## src/rtl/instr_encoder.sv

```systemverilog
// instr_encoder
// Packs decoded instruction fields into 32-bit RV32I words and streams them
// into instruction memory at consecutive word addresses, one word per cycle.
//
// Ports:
//   clk, rst_n                 clock, asynchronous active-low reset
//   load_start, load_end       session open/restart and close pulses
//   in_valid / in_ready        field bundle handshake
//   in_class                   0=R 1=I-ALU 2=LW 3=SW 4=BEQ, 5..7 illegal
//   in_rd, in_rs1, in_rs2      register indices
//   in_funct3, in_funct7       function fields (R / I classes)
//   in_imm                     signed immediate (13-bit byte offset for BEQ)
//   imem_we/addr/wdata         instruction memory write port
//   busy                       session open (LOAD or FULL)
//   word_count                 words written in the current or last session
//   err_illegal                sticky illegal-class flag, cleared by load_start
module instr_encoder #(
    parameter int ADDR_W = 8,
    parameter int DEPTH  = 256,
    parameter int BASE   = 0
) (
    input  logic              clk,
    input  logic              rst_n,
    input  logic              load_start,
    input  logic              load_end,
    input  logic              in_valid,
    output logic              in_ready,
    input  logic [2:0]        in_class,
    input  logic [4:0]        in_rd,
    input  logic [4:0]        in_rs1,
    input  logic [4:0]        in_rs2,
    input  logic [2:0]        in_funct3,
    input  logic [6:0]        in_funct7,
    input  logic [12:0]       in_imm,
    output logic              imem_we,
    output logic [ADDR_W-1:0] imem_addr,
    output logic [31:0]       imem_wdata,
    output logic              busy,
    output logic [ADDR_W:0]   word_count,
    output logic              err_illegal
);

    typedef enum logic [1:0] {
        IDLE,
        LOAD,
        FULL
    } state_t;

    localparam logic [ADDR_W:0]   DEPTH_CNT = (ADDR_W + 1)'(DEPTH);
    localparam logic [ADDR_W-1:0] BASE_ADDR = ADDR_W'(BASE);

    localparam logic [6:0] OP_R    = 7'b0110011;
    localparam logic [6:0] OP_I    = 7'b0010011;
    localparam logic [6:0] OP_LOAD = 7'b0000011;
    localparam logic [6:0] OP_STORE= 7'b0100011;
    localparam logic [6:0] OP_BR   = 7'b1100011;

    state_t          state;
    state_t          state_next;
    logic [ADDR_W:0] legal_count;
    logic            accept;
    logic            is_legal;
    logic            last_beat;
    logic [31:0]     enc_word;

    // Ready is withheld during control pulses so a beat never straddles a
    // session boundary.
    assign in_ready  = (state == LOAD) && !load_start && !load_end
                       && (legal_count < DEPTH_CNT);
    assign accept    = in_valid && in_ready;
    assign is_legal  = (in_class <= 3'd4);
    assign last_beat = accept && is_legal
                       && ((legal_count + (ADDR_W + 1)'(1)) == DEPTH_CNT);
    assign busy      = (state != IDLE);

    // State register.
    always_ff @(posedge clk or negedge rst_n) begin
        if (!rst_n) begin
            state <= IDLE;
        end else begin
            state <= state_next;
        end
    end

    // load_start takes priority over load_end and over filling up.
    always_comb begin
        state_next = state;
        if (load_start) begin
            state_next = LOAD;
        end else if (load_end && (state != IDLE)) begin
            state_next = IDLE;
        end else if ((state == LOAD) && last_beat) begin
            state_next = FULL;
        end
    end

    // Field packing; BEQ drops imm[0] since branch offsets are halfword aligned.
    always_comb begin
        enc_word = '0;
        unique case (in_class)
            3'd0: enc_word = {in_funct7, in_rs2, in_rs1, in_funct3, in_rd, OP_R};
            3'd1: enc_word = {in_imm[11:0], in_rs1, in_funct3, in_rd, OP_I};
            3'd2: enc_word = {in_imm[11:0], in_rs1, 3'b010, in_rd, OP_LOAD};
            3'd3: enc_word = {in_imm[11:5], in_rs2, in_rs1, 3'b010,
                              in_imm[4:0], OP_STORE};
            3'd4: enc_word = {in_imm[12], in_imm[10:5], in_rs2, in_rs1, 3'b000,
                              in_imm[4:1], in_imm[11], OP_BR};
            default: enc_word = '0;
        endcase
    end

    // Write port and counters. word_count advances at the end of the cycle in
    // which a write is actually issued, so a write pending across a restart
    // is still counted in the new session.
    always_ff @(posedge clk or negedge rst_n) begin
        if (!rst_n) begin
            imem_we     <= 1'b0;
            imem_addr   <= '0;
            imem_wdata  <= '0;
            word_count  <= '0;
            legal_count <= '0;
            err_illegal <= 1'b0;
        end else begin
            imem_we <= accept && is_legal;
            if (accept && is_legal) begin
                imem_addr  <= BASE_ADDR + legal_count[ADDR_W-1:0];
                imem_wdata <= enc_word;
            end

            word_count <= (load_start ? '0 : word_count)
                          + {{ADDR_W{1'b0}}, imem_we};

            if (load_start) begin
                legal_count <= '0;
            end else if (accept && is_legal) begin
                legal_count <= legal_count + (ADDR_W + 1)'(1);
            end

            if (load_start) begin
                err_illegal <= 1'b0;
            end else if (accept && !is_legal) begin
                err_illegal <= 1'b1;
            end
        end
    end

endmodule
```

## config.mk

```make
export PLATFORM = sky130hd
export DESIGN_NAME = instr_encoder
export DESIGN_NICKNAME = d
export VERILOG_FILES = /design/src/rtl/instr_encoder.sv
export SDC_FILE = /design/constraint.sdc
export NUM_CORES = 1
export LEC_CHECK = 0
export ABC_AREA = 1
export BUFFER_PORTS_ARGS = -buffer_cell sky130_fd_sc_hd__buf_2
export CAP_MARGIN = 0
export CORE_UTILIZATION = 40
export DETAILED_ROUTE_END_ITERATION = 6
export PLACE_DENSITY_LB_ADDON = 0.1
export SLEW_MARGIN = 20
export SYNTH_ARGS = -nofsm -noshare
export SYNTH_HDL_FRONTEND = slang
export SYNTH_SLANG_ARGS = --single-unit
```

## constraint.sdc

```tcl
create_clock -name clk -period 2.8 [get_ports clk]
set_clock_uncertainty 0.1 [all_clocks]
set_input_delay 0.56 -clock clk [delete_from_list [all_inputs] [get_ports clk]]
set_output_delay 0.56 -clock clk [all_outputs]
set_load 0.01 [all_outputs]
```

Word level (Yosys, flattened, before mapping)
Cells that the tools add are included.
{"block": "word_totals", "regBits": 62, "output_inout_bits": 53, "n_memories": 0, "romBits": 0, "latchBits": 0, "mem_bits_rw": 0}
{"block": "classes", "add_sub_neg": 2, "bitwise_logic": 0, "mul": 0, "n_reduce_logical": 17, "eq_ne": 6, "mux": 9, "order_cmp": 2, "div": 0, "shifts": 0}
{"cell": "one-hot mux 32 bit (5 select lines)", "count": 1}
{"cell": "2-to-1 mux 9 bit", "count": 3}
{"cell": "adder 9 x 1 -> 9 bit", "count": 1}
{"cell": "adder 9 x 1 -> 9 bit (second input constant)", "count": 1}
{"cell": "equality test 9 bit (second input constant)", "count": 1}
{"cell": "logical AND 1 bit", "count": 9}
{"cell": "< comparator 9 bit (second input constant)", "count": 1}
{"cell": "equality test 3 x 2 -> 1 bit (second input constant)", "count": 2}
{"cell": "2-to-1 mux 2 bit", "count": 3}
{"cell": "nonzero test 2 bit", "count": 3}
{"cell": "equality test 3 x 1 -> 1 bit (second input constant)", "count": 1}
{"cell": "equality test 3 bit (second input constant)", "count": 1}
{"cell": "<= comparator 3 bit (second input constant)", "count": 1}
{"cell": "zero test 1 bit", "count": 3}
{"cell": "zero test 3 bit", "count": 1}
{"cell": "nonzero test 3 bit", "count": 1}
{"cell": "equality test 2 x 1 -> 1 bit (second input constant)", "count": 1}
{"cell": "2-to-1 mux 1 bit", "count": 2}

Depth between registers and ports, before layout
Gate-level depths: netlist of run 1.
{"block": "logic_depth", "depth_word": 11, "mapped_depth": 9, "mapped_depth_nobuf": 9}

Worst setup path before layout of run 1
No wires, ideal clock.
{"block": "synth_timing", "path_kind": "input-to-reg", "from": "input port load_start", "to": "register word_count[8]", "required_time_ns": 2.577, "setup_ns": 0.123, "t_arrival_ns": 1.607, "setup_slack_ns": 0.970, "path_stages": 8, "cell_sequence": "buf_6 nor2_1 ha_1 ha_1 nand3_1 nor2_1 nand3_1 xor2_1"}
{"block": "synth_between", "elab_chain_cells": 2}
{"item": "start: declaration", "line": "24", "text": "input logic load_start,"}
{"item": "2-to-1 mux 9 bit", "line": "130", "text": "word_count <= (load_start ? '0 : word_count)"}
{"item": "adder 9 x 1 -> 9 bit", "line": "131", "text": "+ {{ADDR_W{1'b0}}, imem_we};"}
{"item": "end signal: assignment", "line": "130"}
{"item": "end: declaration", "line": "39", "text": "output logic [ADDR_W:0] word_count,"}
No other way between the ends.
A chain may end at the register's enable or synchronous reset.

Final worst setup path of run 1
{"block": "layout_timing", "from": "register state[0]", "to": "output port in_ready"}
{"block": "layout_between", "elab_chain_cells": 4}
{"item": "start: declaration", "line": "58", "text": "state_t state;"}
{"item": "start signal: assignment", "line": "81", "text": "state <= state_next;"}
{"item": "equality test 2 x 1 -> 1 bit", "line": "68", "text": "assign in_ready = (state == LOAD) && !load_start && !load_end"}
{"item": "logical AND 1 bit (2 in a row)", "line": "68"}
{"item": "logical AND 1 bit", "line": "69", "text": "&& (legal_count < DEPTH_CNT);"}
{"item": "end: declaration", "line": "27", "text": "output logic in_ready,"}
No other way between the ends.

==> results of run 1 <==
==> per-layer routing <==
metal	vias up	global-route usage	part of all wire
met5	-	0	0
met4	0	0.08333	0.016
met3	10	0.03238	0.032
met2	57	0.2807	0.46
met1	1091	0.2459	0.49
li1	1226	-	-
==> power by group through the flow <==
stage / logic (uW) / registers [uW] / clock network [uW]
global placement: 371 / 1010 / 0
global route: 414 / 1010 / 806
detailed placement: 375 / 1020 / 0
floorplan: 153 / 1060 / 0
finish: 367 / 1000 / 751
CTS: 376 / 1000 / 774
==> layout make-up <==
type                            instances  area [um^2]
Fill cell                             671         3316
Sequential cell                        59         1476
Multi-Input combinational cell        222         1151
Timing Repair Buffer                   98        495.5
Clock buffer                           14        152.6
Inverter                               32        122.6
Tap cell                               96        120.1
Clock inverter                          2        35.03
==> through the flow <==
stage	hold WS, ns	util	setup WS, ns	total power, uW
final	0.2895	0.5173	0.8710	2119
after global routing	0.3320	0.5173	0.7872	2234
after floorplan	0.1644	-	0.9702	1215
after detailed placement	0.3549	0.4900	0.7277	1390
after global placement	0.3522	0.4900	0.7467	1385
after CTS	0.3040	0.5173	0.8652	2151
==> worst paths after layout <==
path / startpoint / end / slack (ns) / cells after the start
setup / recovery: state[0] / in_ready / 0.87 / 5
hold / removal: rst_n / imem_wdata[25] / 0.29 / 2
setup reg to reg: state[0] / legal_count[6] / 1.05 / 8
hold reg to reg: imem_addr[1] / imem_addr[1] / 0.37 / 2
max in group asynchronous: rst_n / word_count[6] / 1.82 / 2
min in group clk: in_rs1[3] / imem_wdata[18] / 0.34 / 3
==> sequential cells by signal (all words and copies together), names as in the netlist <==
signal,flops
legal_count,9
imem_addr,8
err_illegal,1
imem_wdata,29
word_count,9
state,2
imem_we,1
==> placed cells by master (no fill, tap or decap), drive strengths merged <==
cell type and n:
clkinv 1, a21oi 7, nor3 3, buf 98, or2 1, o21a 4, nand2 105, a22oi 4
inv 32, clkbuf 14, nand4 1, ha 3, bufinv 1, xor2 8, dfrtp 59, conb 2
o21ai 35, nand3 23, o31ai 1, xnor2 2, nor2 23
==> logic make-up (layout without fill, tap and decap cells) <==
family / Yosys count / after routing
simple gates: 156 / 156
fa+ha+maj: 3 / 3
xor+xnor: 10 / 10
flops: 59 / 59
buf+inv: 45 / 146
other cells: 1 / 2
compound gates: 51 / 51
==> results.cfg, run 1 <==
[route]
antenna_left = 0
vias = 2384
viasPerCell = 4.558
drtPass1Iterations = 4
drcViolationCount = 0
wl_um = 6308
drt_iter0_markers = 140
post_drt_wl_per_cell_um = 12.06

[floorplanning]
start_util = 0.4173
dieHeight_um = 86.66
fp.coreArea_um2 = 6869
row_count = 30
die-area_um2 = 7509
io_pins = 99
dieWidth_um = 86.66

[timing]
worst_pin_slew_ns = 0.7394
setup_viol_count_final = 0
relSlewSlack = 0.5071
rsz0062_at_grt = no
fin_crit_ns = 1.929
fin_crit_sh = 0.6889
hold_viol_final = 0
fmax_mhz = 518.4
finalSetupTns_ns = 0
slew_viol_final = 0

[clock_network]
clk_latency_ns = 0.32
htreeDepth = 3
cts_tree = done
cts-buffers-inserted = 9
hold_buffers = 0
cts_root_buf = clkbuf_8
clk_pin_slew_ns = 0.07
clk_path_buf_depth = 2
clock_sinks = 59
post-cts-setup-buffer-count = 0
ctsResizeCount = 0

[critical_path]
path_class = reg -> out
cp_max_fo = 3
critical_path_required_ns = 2.14
crit_top_cell = inv_1
cpPeakStageDelay_ns = 0.32
worstPathArrival_ns = 1.27
startpoint_type = flip-flop
worstPathCellList = inv_1 > nor2_1 > nand3_1 > inv_1 > buf_2
cpMaxStageDelayCell = dfrtp_1
crit_path_end_kind = primary output
cp_top_family = simple AND/OR/NAND/NOR gates
crit_buf_inv = 3

[cells_and_area]
n_antenna_cell = 0
drive_above_1_share = 0.3162
post-route-cell-area_um2 = 3553
stdcell_count = 523
layout.nets = 471
syn_to_final_growth_pct = 23.96

[pwr]
leakagePower_uw = 0.001916
seqPwrFrac = 0.473
p_switching_uw = 577.3
clkPwrFrac = 0.354
power.density_nw_per_um2 = 596.3
switching_share = 0.2724
internal_power_uw = 1542
power_frac_comb = 0.173
vdd_drop_max_v = 0.0002923

[synthesis]
synth-seq-cells = 59
synth_top_family_by_area = simple AND/OR/NAND/NOR gates
syn_area_um2 = 2866
synth.top_cell.area_share = 0.5151
synth_compound_area_frac = 0.1139
async_reset_ff_frac = 1.000
synth.yosys.seq_area_share = 0.5151
synth_warnings = 0
synth-edff-count = 0
synthMuxAreaShare = 0
synth_xor_area_frac = 0.03055
post_synth.cell_area_avg_um2 = 8.820
synth_area_leaders = dfrtp_1 (52%), nand2_1 (14%), nand3_1 (3.8%)
syn-instance-count = 325
synth_top_cell_by_area = dfrtp_1
synthSimpleGateAreaFrac = 0.2414
synth_most_common_cell = nand2_1
synthAdderAreaFrac = 0.01309
synth_top_flop_cell = dfrtp_1
yosys-top-cells-count = nand2_1 (105), dfrtp_1 (59), inv_1 (28)
ys_types = 28

[placed_design]
placed_area_um2 = 3366
post-place-cells = 507
hpwl_um = 4525
portBuffers = 96
gp_congestion = 0.7758

[global_route]
grt_pass1_wl_um = 10430
globalRouteOverflowTotal = 0
track_usage = 0.1806
antenna_found_initial = 0
grt_pass1_vias = 2241
grt_max_degree = 60

[run_status]
status = finished, final reports clean

[hold_path]
min-delay-path-class = in -> async

[run]
maxCapViolations = 0
Note: power is estimated with default switching activity, not from simulation.
==> run 2, diff against run 1 <==
==> constraint.sdc (replaced) <==
create_clock -name clk -period 1.9 [get_ports clk]
set_clock_uncertainty 0.1 [all_clocks]
set_input_delay 0.38 -clock clk [delete_from_list [all_inputs] [get_ports clk]]
set_output_delay 0.38 -clock clk [all_outputs]
set_load 0.01 [all_outputs]
==> run 2 against run 1 <==
  * Sequential share of layout area decreased by 0.87 points
  * Non-clock buffer count increased by 3
  * Routed wire length decreased by 2.2%
  * Total power increased by 56%
  * Final area increased by 2.1%
  * Worst hold slack got worse by 0.14 ns
  * Largest power group unchanged
==> results.cfg, run 2 (synthesis results as in run 1) <==
[run_status]
status = finished, final reports clean

[hold_path]
hold_start = in_rs1[3]
min_delay_path_depth = 3
min-delay-path-class = in -> reg
hold_end = imem_wdata[18]

[timing]
worst_pin_slew_ns = 0.5395
slew_viol_final = 0
fmax_mhz = 591.4
rsz0062_at_grt = no
fin_crit_sh = 0.8900
setup_viol_count_final = 0
hold_viol_final = 0
holdWs_ns = 0.1481
fin_crit_ns = 1.691
relSlewSlack = 0.6404
finalSetupTns_ns = 0

[route]
drt_iter0_markers = 126
drtPass1Iterations = 4
antenna_left = 0
wl_um = 6171
post_drt_wl_per_cell_um = 11.73
viasPerCell = 4.603
drcViolationCount = 0
vias = 2421

[cells_and_area]
drive_above_1_share = 0.3279
layout_commonest_cell = nand2_1
biggestRegsByFlops = imem_wdata x29, legal_count x9, word_count x9
layout.nets = 474
top_register = imem_wdata
syn_to_final_growth_pct = 26.63
n_fill_cell = 723
final_cell_mix = nand2_1 (105), buf_2 (96), dfrtp_1 (59)
n_antenna_cell = 0
largest_register_ffs = 29

[clock_network]
cts_tree = done
htreeDepth = 3
post-cts-setup-buffer-count = 0
clock_sinks = 59
clk_latency_ns = 0.33
clk_pin_slew_ns = 0.06
clk_path_buf_depth = 2
ctsResizeCount = 0
cts-buffers-inserted = 9
cts_root_buf = clkbuf_8

[placed_design]
portBuffers = 96
hpwl_um = 4408
gp_congestion = 0.8680

[critical_path]
r2r-end = word_count[8]
critical_path_required_ns = 1.42
worstPathArrival_ns = 1.21
cpPeakStageDelay_ns = 0.38
startpoint_type = flip-flop
cp_max_fo = 2
reg2reg_depth = 8
r2r_slack_ns = 0.25
worstPathCellList = nor2_1 > nand3_1 > inv_1 > buf_2
cpMaxStageDelayCell = dfrtp_1
crit_path_end_kind = primary output
path_class = reg -> out
r2r-start = word_count[0]

[global_route]
globalRouteOverflowTotal = 0
grt_pass1_wl_um = 10340
grt_max_degree = 60
track_usage = 0.1804
grt_pass1_vias = 2243
antenna_found_initial = 0

[run]
maxCapViolations = 0

[pwr]
switching_share = 0.2612
seqPwrFrac = 0.446
p_switching_uw = 862.1
power_frac_comb = 0.166
leakagePower_uw = 0.001960
internal_power_uw = 2439
power.density_nw_per_um2 = 909.4
vdd_drop_max_v = 0.0006969
clkPwrFrac = 0.388

[floorplanning]
start_util = 0.4173
dieHeight_um = 86.66
dieWidth_um = 86.66
row_count = 30
fp.coreArea_um2 = 6869
die-area_um2 = 7509
io_pins = 99
run 2: cell count changes in the layout (fill, tap and decap cells not counted), sizes merged:
cell | before | now
dlygate4sd3 | 0 | 1
bufinv | 1 | 2
clkbuf | 14 | 11
clkinv | 1 | 3
buf | 98 | 100
run 2: what timing repair did:
action / in CTS / in global routing
hold buffers: 1 / 0
endpoints found under the hold margin: 59 / 0
endpoints found under the setup margin: 0 / 0
run 2: worst max-delay path by stage:
stage               start       endpoint  slack (ns)
6_report         state[1]       in_ready        0.21
5_1_grt          state[1]       in_ready        0.14
3_5_place_dp   load_start  word_count[8]        0.13
4_1_cts          state[1]       in_ready        0.19
3_3_place_gp   load_start  word_count[8]        0.16
2_1_floorplan  load_start  word_count[8]        0.25
run 2: worst max-delay path: cells and delay by family (launching register included):
kind	cells	cell delay [ns]
flip-flops	1	0.38
AND/OR/NAND/NOR	2	0.31
buffers and inverters	2	0.19
run 2: metrics by stage:
stage               power [uW]    util  instance area (um^2)  instances  setup WS, ns
floorplan                 1790       -                  2870        326        0.2502
global placement          2044  0.4940                  3393        509        0.1550
detailed placement        2051  0.4940                  3393        509        0.1305
CTS                       3353  0.5284                  3630        526        0.1892
global route              3481  0.5284                  3630        526        0.1360
finish                    3301  0.5284                  3630        526        0.2091
run 2: power by group through the flow:
stage                     Sequential (uW)  Combinational [uW]  Clock, uW
final                                1470                 548       1280
after global routing                 1490                 615       1370
after CTS                            1470                 559       1320
after detailed placement             1490                 557          0
after global placement               1490                 553          0
after floorplan                      1560                 225          0
run 2: final cells by class:
type	instances	area, um^2	area share
tap	96	120.1	0.03309
clock inverter	5	75.07	0.02068
clock buffer	11	151.4	0.04171
multi-input combinational	222	1151	0.3171
sequential	59	1476	0.4068
inverter	32	122.6	0.03378
timing repair buffer	101	533.0	0.1468
run 2: metal layers:
layer,routed length (um),global-route usage
met1,2886,0.2360
met2,2919,0.2857
met3,300,0.05619
met4,63,0.05909
met5,0,0
==> run 3, diff against run 2 <==
==> constraint.sdc (replaced) <==
create_clock -name clk -period 1.9 [get_ports clk]
set_clock_uncertainty 0.1 [all_clocks]
set_input_delay 0.57 -clock clk [delete_from_list [all_inputs] [get_ports clk]]
set_output_delay 0.57 -clock clk [all_outputs]
set_load 0.01 [all_outputs]
==> run 3 against run 2 <==
  * Register-to-register slack improved by 0.07 ns
  * Critical path depth unchanged
  * Clock power decreased by 13%
  * Worst hold slack got worse by 0.037 ns
  * Count of clock-buffer cells in the layout increased by 3
  * Flip-flop and latch count unchanged
==> results.cfg, run 3 (synthesis results as in run 1) <==
[timing]
setup_viol_count_final = 0
relSlewSlack = 0.6508
rsz0062_at_grt = no
slew_viol_final = 0
hold_viol_final = 0
fmax_mhz = 543.3
finalSetupTns_ns = 0
fin_crit_sh = 0.9687
fin_crit_ns = 1.840
worst_pin_slew_ns = 0.5239

[cells_and_area]
stdcell_count = 533
biggestRegsByFlops = imem_wdata x29, legal_count x9, word_count x9
layout_commonest_cell = nand2_1
largest_register_ffs = 29
drive_above_1_share = 0.3455
n_antenna_cell = 0
syn_to_final_growth_pct = 27.94
layout.nets = 482
top_register = imem_wdata
final_cell_mix = nand2_1 (105), buf_2 (96), dfrtp_1 (58)

[placed_design]
gp_congestion = 0.8233
portBuffers = 96
hpwl_um = 4664
post-place-cells = 518

[route]
vias = 2419
wl_um = 6454
drcViolationCount = 0
viasPerCell = 4.538
drt_iter0_markers = 104
post_drt_wl_per_cell_um = 12.11
antenna_left = 0
drtPass1Iterations = 4

[floorplanning]
die-area_um2 = 7509
row_count = 30
start_util = 0.4173
fp.coreArea_um2 = 6869
dieWidth_um = 86.66
io_pins = 99
dieHeight_um = 86.66

[clock_network]
clk_pin_slew_ns = 0.06
cts-buffers-inserted = 9
htreeDepth = 3
clock_sinks = 59
clk_path_buf_depth = 2
cts_tree = done
post-cts-setup-buffer-count = 0
cts_root_buf = clkbuf_8
clk_latency_ns = 0.34

[critical_path]
worstPathArrival_ns = 1.17
cp_max_fo = 4
reg2reg_depth = 9
path_class = reg -> out
startpoint_type = flip-flop
r2r_slack_ns = 0.32
r2r-end = word_count[6]
crit_path_end_kind = primary output
critical_path_required_ns = 1.23
r2r-start = word_count[0]

[hold_path]
min-delay-path-class = in -> async

[pwr]
power.density_nw_per_um2 = 860.0
vdd_drop_max_v = 0.0004000
leakagePower_uw = 0.001988

[global_route]
grt_pass1_vias = 2430
globalRouteOverflowTotal = 0
antenna_found_initial = 0
grt_max_degree = 60
grt_pass1_wl_um = 11120
track_usage = 0.1930

[run_status]
status = finished, final reports clean

[run]
maxCapViolations = 0
==> run 3: cell types whose count changed in the layout (fill, tap and decap cells not counted), sizes merged <==
cell and delta:
buf +9, bufinv -2, clkbuf +3, clkinv -2
dlygate4sd3 -1
==> run 3: power breakdown <==
group | switching [uW] | total (uW) | leakage, uW | internal [uW]
Sequential | 77.3 | 1480 | 0.000775 | 1400
Combinational | 315 | 556 | 0.00111 | 242
Clock | 477 | 1120 | 0.000105 | 642
Total | 869 | 3150 | 0.00199 | 2280
==> run 3: layout make-up <==
cell class                 instances  area [um^2]
clock inverter                     1        5.005
multi-input combinational        222         1159
sequential                        59         1478
tap                               96        120.1
inverter                          32        122.6
fill                             705         3202
timing repair buffer             109        590.6
clock buffer                      14        192.7
==> run 3: per-stage QoR <==
step / total power (uW) / hold WS, ns / util / setup WS, ns / area, um^2
6_report: 3154 / 0.1112 / 0.5339 / 0.05956 / 3667
5_1_grt: 3332 / 0.1419 / 0.5339 / 0.01060 / 3667
4_1_cts: 3198 / 0.1405 / 0.5330 / 0.02384 / 3661
3_5_place_dp: 2069 / 0.3537 / 0.5038 / -0.03948 / 3461
3_3_place_gp: 2056 / 0.3494 / 0.5038 / -0.006772 / 3461
2_1_floorplan: 1790 / 0.1744 / - / 0.06018 / 2870
==> run 3: worst max-delay path: stages, from the launching register on <==
cell and delay (ns):
dfrtp_2 0.44, nor2_4 0.12, nand3_1 0.09, inv_1 0.06, buf_2 0.12
==> run 3: how the worst max path moves through the flow <==
| stage | start | end | slack (ns) | cells after the start |
|---|---|---|---|---|
| floorplan | load_start | word_count[8] | 0.06 | 8 |
| global placement | load_start | word_count[8] | -0.007 | 8 |
| detailed placement | load_start | word_count[8] | -0.04 | 8 |
| CTS | state[1] | in_ready | 0.02 | 4 |
| global route | legal_count[8] | in_ready | 0.01 | 4 |
| finish | legal_count[8] | in_ready | 0.06 | 4 |
==> run 3: repair_timing <==
item,CTS,global route
hold buffers,0,0
resized for setup,1,2
setup endpoints to repair,1,1
hold endpoints to repair,0,0
==> run 3: routing by layer <==
metal | part of all wire | up-vias | track usage
li1 | - | 1247 | -
met1 | 0.46 | 1106 | 0.2518
met2 | 0.47 | 57 | 0.3095
met3 | 0.049 | 9 | 0.04095
met4 | 0.019 | 0 | 0.08636
met5 | 0 | - | 0
